<file path="src/rtl/acknak_replay_ctrl.sv">
// Transmit-side Ack/Nak controller: sequence assignment, DLLP window check, purge/replay commands,
// replay timer and REPLAY_NUM rollover. Define ACKNAK_STATS_EN to add Nak/timeout statistics counters.
module acknak_replay_ctrl #(
  parameter int SEQ_W          = 12,
  parameter int TIMER_W        = 16,
  parameter int REPLAY_TIMEOUT = 711,
  parameter int MAX_REPLAY     = 3
) (
  input  logic             clk,
  input  logic             rst_n,
  input  logic             tx_valid,
  output logic             tx_ready,
  output logic [SEQ_W-1:0] next_tx_seq,
  input  logic             dllp_valid,
  input  logic             dllp_is_nak,
  input  logic [SEQ_W-1:0] dllp_seq,
  input  logic             buf_full,
  input  logic             buf_rdy,
  output logic [1:0]       rd,
  output logic [SEQ_W-1:0] purge_count,
  output logic [SEQ_W-1:0] num_packets_to_replay,
  output logic [SEQ_W-1:0] ackd_seq,
  output logic             tim_out,
  output logic             replay_rollover,
  output logic             dllp_err
`ifdef ACKNAK_STATS_EN
  ,
  output logic [15:0]      nak_count,
  output logic [15:0]      timeout_count
`endif
);

  localparam logic [1:0] ST_IDLE     = 2'd0;
  localparam logic [1:0] ST_PURGE    = 2'd1;
  localparam logic [1:0] ST_REPLAY   = 2'd2;
  localparam logic [1:0] ST_WAIT_RDY = 2'd3;

  localparam int RN_W = (MAX_REPLAY < 1) ? 1 : $clog2(MAX_REPLAY + 1);
  localparam logic [SEQ_W-1:0] WIN_LIMIT = SEQ_W'((1 << (SEQ_W - 1)) - 1);

  logic [1:0]         state_r;
  logic [TIMER_W-1:0] timer_r;
  logic [RN_W-1:0]    replay_num_r;
  logic               ready_en_r;
  logic               nak_after_purge_r;
  logic               pend_vld_r;
  logic               pend_nak_r;
  logic [SEQ_W-1:0]   pend_seq_r;

  logic [SEQ_W-1:0]   outstanding_s;
  logic [SEQ_W-1:0]   delta_s;
  logic               tx_acc_s;
  logic               chk_vld_s;
  logic               chk_nak_s;
  logic [SEQ_W-1:0]   chk_seq_s;
  logic               chk_err_s;
  logic               do_purge_s;
  logic               do_nak0_s;
  logic               count_s;
  logic               expire_s;

  assign outstanding_s = next_tx_seq - SEQ_W'(1) - ackd_seq;
  assign tx_ready      = ready_en_r & (state_r == ST_IDLE) & ~buf_full & (outstanding_s < WIN_LIMIT);
  assign tx_acc_s      = tx_valid & tx_ready;

  // A live DLLP strobe supersedes whatever is waiting in the pending slot.
  always_comb begin
    chk_vld_s = 1'b0;
    chk_nak_s = 1'b0;
    chk_seq_s = {SEQ_W{1'b0}};
    if (dllp_valid) begin
      chk_vld_s = 1'b1;
      chk_nak_s = dllp_is_nak;
      chk_seq_s = dllp_seq;
    end else if (pend_vld_r) begin
      chk_vld_s = 1'b1;
      chk_nak_s = pend_nak_r;
      chk_seq_s = pend_seq_r;
    end else begin
      chk_vld_s = 1'b0;
    end
  end

  assign delta_s    = chk_seq_s - ackd_seq;
  assign chk_err_s  = chk_vld_s & (delta_s > outstanding_s);
  assign do_purge_s = chk_vld_s & ~chk_err_s & (delta_s != {SEQ_W{1'b0}});
  assign do_nak0_s  = chk_vld_s & ~chk_err_s & (delta_s == {SEQ_W{1'b0}}) & chk_nak_s;
  assign count_s    = (outstanding_s != {SEQ_W{1'b0}});
  assign expire_s   = count_s & (timer_r == TIMER_W'(REPLAY_TIMEOUT - 1));

  // Main control FSM, sequence/ack registers, replay timer and buffer command outputs.
  always_ff @(posedge clk or negedge rst_n) begin
    if (!rst_n) begin
      state_r               <= ST_IDLE;
      timer_r               <= {TIMER_W{1'b0}};
      replay_num_r          <= {RN_W{1'b0}};
      ready_en_r            <= 1'b0;
      nak_after_purge_r     <= 1'b0;
      pend_vld_r            <= 1'b0;
      pend_nak_r            <= 1'b0;
      pend_seq_r            <= {SEQ_W{1'b0}};
      next_tx_seq           <= {SEQ_W{1'b0}};
      ackd_seq              <= {SEQ_W{1'b1}};
      rd                    <= 2'b00;
      purge_count           <= {SEQ_W{1'b0}};
      num_packets_to_replay <= {SEQ_W{1'b0}};
      tim_out               <= 1'b0;
      replay_rollover       <= 1'b0;
      dllp_err              <= 1'b0;
    end else begin
      ready_en_r      <= 1'b1;
      rd              <= 2'b00;
      tim_out         <= 1'b0;
      replay_rollover <= 1'b0;
      dllp_err        <= 1'b0;

      if (tx_acc_s) begin
        next_tx_seq <= next_tx_seq + SEQ_W'(1);
      end

      if (state_r == ST_IDLE) begin
        pend_vld_r <= 1'b0;
      end else if (dllp_valid) begin
        pend_vld_r <= 1'b1;
        pend_nak_r <= dllp_is_nak;
        pend_seq_r <= dllp_seq;
      end

      case (state_r)
        ST_IDLE: begin
          dllp_err <= chk_err_s;
          // DLLP actions take priority over a coincident timer expiry.
          if (do_purge_s) begin
            rd                <= 2'b01;
            purge_count       <= delta_s;
            ackd_seq          <= chk_seq_s;
            replay_num_r      <= {RN_W{1'b0}};
            timer_r           <= {TIMER_W{1'b0}};
            nak_after_purge_r <= chk_nak_s;
            state_r           <= ST_PURGE;
          end else if (do_nak0_s) begin
            timer_r <= {TIMER_W{1'b0}};
            state_r <= ST_REPLAY;
          end else if (expire_s) begin
            tim_out <= 1'b1;
            timer_r <= {TIMER_W{1'b0}};
            state_r <= ST_REPLAY;
          end else if (count_s) begin
            timer_r <= timer_r + TIMER_W'(1);
          end else begin
            timer_r <= {TIMER_W{1'b0}};
          end
        end
        ST_PURGE: begin
          timer_r <= {TIMER_W{1'b0}};
          state_r <= nak_after_purge_r ? ST_REPLAY : ST_IDLE;
        end
        ST_REPLAY: begin
          timer_r <= {TIMER_W{1'b0}};
          if (outstanding_s == {SEQ_W{1'b0}}) begin
            state_r <= ST_IDLE;
          end else begin
            rd                    <= 2'b10;
            num_packets_to_replay <= outstanding_s;
            if (replay_num_r == RN_W'(MAX_REPLAY)) begin
              replay_num_r    <= {RN_W{1'b0}};
              replay_rollover <= 1'b1;
            end else begin
              replay_num_r <= replay_num_r + RN_W'(1);
            end
            state_r <= ST_WAIT_RDY;
          end
        end
        ST_WAIT_RDY: begin
          timer_r <= {TIMER_W{1'b0}};
          if (buf_rdy) begin
            state_r <= ST_IDLE;
          end
        end
        default: begin
          state_r <= ST_IDLE;
        end
      endcase
    end
  end

`ifdef ACKNAK_STATS_EN
  logic nak_replay_s;

  assign nak_replay_s = ((state_r == ST_IDLE) & do_nak0_s) | ((state_r == ST_PURGE) & nak_after_purge_r);

  // Saturating statistics: Naks that lead to a replay, and replay-timer expiries.
  always_ff @(posedge clk or negedge rst_n) begin
    if (!rst_n) begin
      nak_count     <= 16'h0000;
      timeout_count <= 16'h0000;
    end else begin
      if (nak_replay_s && (nak_count != 16'hFFFF)) begin
        nak_count <= nak_count + 16'h0001;
      end
      if (tim_out && (timeout_count != 16'hFFFF)) begin
        timeout_count <= timeout_count + 16'h0001;
      end
    end
  end
`endif

endmodule

</file>
<file path="config.mk">
export PLATFORM = sky130hd
export DESIGN_NAME = acknak_replay_ctrl
export DESIGN_NICKNAME = d
export VERILOG_FILES = /design/src/rtl/acknak_replay_ctrl.sv
export SDC_FILE = /design/constraint.sdc
export NUM_CORES = 1
export LEC_CHECK = 0
export CAP_MARGIN = 20
export CORE_UTILIZATION = 56
export CTS_BUF_LIST = sky130_fd_sc_hd__clkbuf_4 sky130_fd_sc_hd__clkbuf_8
export DETAILED_ROUTE_END_ITERATION = 7
export HOLD_SLACK_MARGIN = 0.12
export PLACE_DENSITY = 0.87
export REMOVE_ABC_BUFFERS = 1
export SYNTH_ARGS = -nofsm -noshare
export SYNTH_HDL_FRONTEND = slang
export SYNTH_SLANG_ARGS = --single-unit
</file>
<file path="constraint.sdc">
create_clock -name clk -period 6.15 [get_ports clk]
set_clock_uncertainty 0.15 [all_clocks]
set_input_delay 0.615 -clock clk [delete_from_list [all_inputs] [get_ports clk]]
set_output_delay 0.615 -clock clk [all_outputs]
set_load 0.05 [all_outputs]
</file>
==> flow_summary_export.csv <==
group,metric,value,unit
outcome,status,"complete, no violations",
die,start_util,0.578,
routing,drc,0,
routing,drtIter0Drc,195,
clocking,ctsLongestPathBuffers,2,
yosys,yosysTopAreaCellShare,0.359,
min_path,hold_path_class,"register to register",
finish,fin_area,6470,um2
worst_setup_path,crit_arrival,5530,ps
yosys,synth.area.top_cells,"dfrtp_1 (36%), ha_1 (8.9%), mux2_2 (6.3%)",
worst_setup_path,cp-start-kind,"primary input",
routing,dr_total_vias,4418,
worst_setup_path,worstPathRequired,6200,ps
worst_setup_path,worstRegToRegCells,17,
die,die_area,9980,um2
clocking,h-tree-depth,3,
die,die_w,99.9,um
finish,regArea,2240,um2
yosys,netlist_area,5370,um2
routing,dr.pass1.iters,7,
clocking,root_buffer,"clkbuf_8",
worst_setup_path,worstSetupEndpointType,"register",
routing,drt_wl_total,12900,um
yosys,synth_seq_cells,89,
yosys,ys_async_sr_fraction,1.00,
clocking,clock_latency,370,ps
place,dp_hpwl,9670,um
die,coreArea,9280,um2
yosys,syn_avg_cell_area,10.1,um2
finish,syn_to_final_growth,20.5,%
die,ios,73,
global_route,grt_pass1_vias,4435,
timing,rsz0062_at_grt,"false",
place,place.gp.congestion,0.912,
timing,setup_tns,0,ps
timing,drv_slew,0,
finish,multi_input_area,2950,um2
timing,worst_pin_slew,895,ps
yosys,yosysSeqAreaShare,0.418,
finish,fillers,722,
run,cap_violations,0,
global_route,grt_max_degree,54,
clocking,cts_tree,"yes",
timing,min_period_over_period,0.890,
worst_setup_path,crit_fanout,17,
clocking,numClockSinks,89,
min_path,whs_path_depth,2,
routing,wl_per_cell,17.3,um
finish,drive_gt1_frac,0.138,
timing,setup-violations-final,0,
routing,drtAntennaViolNets,0,
timing,max_slew_margin,0.403,
timing,final_hold_viol_count,0,
global_route,grt_pass1_wl,21100,um
worst_setup_path,worstSetupPathType,"primary input to register",
clocking,cts_buffers,9,
die,rows,35,
place,dpl-instance-area,6230,um2
yosys,syn_inst,534,
global_route,overflow,0,
place,port_buffers,72,
yosys,synth-main-ff-cell,"dfrtp_1",
timing,period_needed,5470,ps
yosys,yosys.area.top_type,"dfrtp_1",
global_route,antenna_found_initial,0,
die,die-height,99.9,um
timing,max_freq,183,MHz
global_route,grt_use_total,0.269,
clocking,clk_pin_slew,80,ps
finish,antenna_cells,0,
finish,final_nets,670,
routing,viasPerCell,5.93,
yosys,synth.distinct_cells,71,
yosys,synth-edff-count,0,
yosys,ys.warnings.count,0,
==> layout by cell type, fill, tap and decap left out, types with 5 or more instances in the layout <==
cell type | Yosys | final
a211oi_1 | 5 | 5
a21o_1 | 13 | 13
a21oi_1 | 27 | 27
a22o_1 | 10 | 10
and3_1 | 7 | 7
buf_4 | 1 | 6
clkbuf_8 | 0 | 9
clkdlybuf4s50_1 | 0 | 71
dfrtp_1 | 77 | 77
dfstp_2 | 12 | 12
ha_1 | 38 | 38
inv_1 | 32 | 32
mux2_2 | 30 | 30
nand2_1 | 32 | 32
nand2b_1 | 5 | 5
nand3_1 | 7 | 7
nand4_1 | 17 | 17
nor2_1 | 45 | 45
nor3_1 | 21 | 21
o21a_1 | 5 | 5
o21ai_0 | 21 | 21
or2_2 | 6 | 6
or3_1 | 5 | 5
xnor2_1 | 14 | 14
xor2_1 | 23 | 23
==> final timing paths <==
path / end / start / slack, ps
worst max-delay path: timer_r[3] / dllp_valid / 680
worst min-delay path: num_packets_to_replay[7] / num_packets_to_replay[7] / 350
worst max register to register: timer_r[3] / pend_vld_r / 880
worst min register to register: num_packets_to_replay[7] / num_packets_to_replay[7] / 350
max in group asynchronous: pend_seq_r[3] / rst_n / 4260
min in group asynchronous: timer_r[0] / rst_n / 590
==> sequential cells by signal (all words and copies together) (netlist names), 2 cells and up <==
name,count
num_packets_to_replay,12
state_r,2
next_tx_seq,12
replay_num_r,2
rd,2
timer_r,16
pend_seq_r,12
purge_count,12
ackd_seq,12
==> area by class of cell <==
cell class	instances	share of cell area
clock inverters	7	0.0122
inverters	32	0.0186
well taps	129	0.0250
flip-flops and latches	89	0.347
multi-input cells	400	0.456
clock buffers	9	0.0192
repair buffers	79	0.123
==> Yosys cell counts (2+ instances only) <==
cell       n
dfrtp_1   77
nor2_1    45
ha_1      38
inv_1     32
nand2_1   32
mux2_2    30
a21oi_1   27
xor2_1    23
nor3_1    21
o21ai_0   21
nand4_1   17
xnor2_1   14
a21o_1    13
dfstp_2   12
a22o_1    10
and3_1     7
nand3_1    7
or2_2      6
a211oi_1   5
clkbuf_1   5
nand2b_1   5
o21a_1     5
or3_1      5
a22oi_1    4
and2_1     4
buf_2      4
nor2b_1    4
nor4_1     4
o22ai_1    4
o211ai_1   3
o21ai_1    3
and4_1     2
buf_1      2
fa_1       2
mux2i_1    2
nand3b_1   2
nor2_2     2
o221ai_1   2
==> worst max-delay path, cell delays in order <==
cell and delay, ps:
clkdlybuf4s50_1 490, nor2b_1 90, buf_4 180, a22o_1 210, ha_1 400, o21a_1 190
o211ai_1 90, a221o_1 330, nor3_1 530, ha_1 370, a21o_1 160, a21o_1 170
a21oi_1 180, nand2_1 60, o21ai_0 500, a21oi_1 190, o21ai_2 630, nor3_1 150
==> timing repair <==
action / CTS / global route
setup endpoints to repair: 0 / 0
hold buffers: 1 / 0
gates resized for setup: 0 / 0
endpoints found under the hold margin: 34 / 0
setup buffers: 0 / 0
==> logic make-up (layout without fill, tap and decap cells) <==
family / count (synthesis) / count (layout) / synth area share
adders and majority gates: 40 / 40 / 0.0960
AOI/OAI and AO/OA: 113 / 113 / 0.149
other: 1 / 1 / 0.000699
DFF: 89 / 89 / 0.418
buffers and inverters: 45 / 127 / 0.0345
xor gates and xnor gates: 38 / 38 / 0.0634
muxes: 32 / 32 / 0.0667
and+or+nand+nor: 176 / 176 / 0.172
==> layer usage <==
metal / track usage / wire (um) / up-vias
li1: - / - / 2082
met1: 0.348 / 5650 / 2155
met2: 0.444 / 6180 / 142
met3: 0.0390 / 552 / 39
met4: 0.131 / 497 / 0
met5: 0 / 0 / -
==> per-stage QoR <==
stage / cells / setup WS, ps / utilization / hold WS, ps
detailed placement: 727 / 491 / 0.671 / 340
CTS: 744 / 857 / 0.694 / 359
floorplan: 521 / 1370 / - / 169
global placement: 727 / 752 / 0.671 / 321
global route: 745 / 302 / 0.696 / 381
finish: 745 / 677 / 0.696 / 351
Power is not shown: default switching activity piles up to over one toggle a cycle in this logic, so the estimate is an artifact.
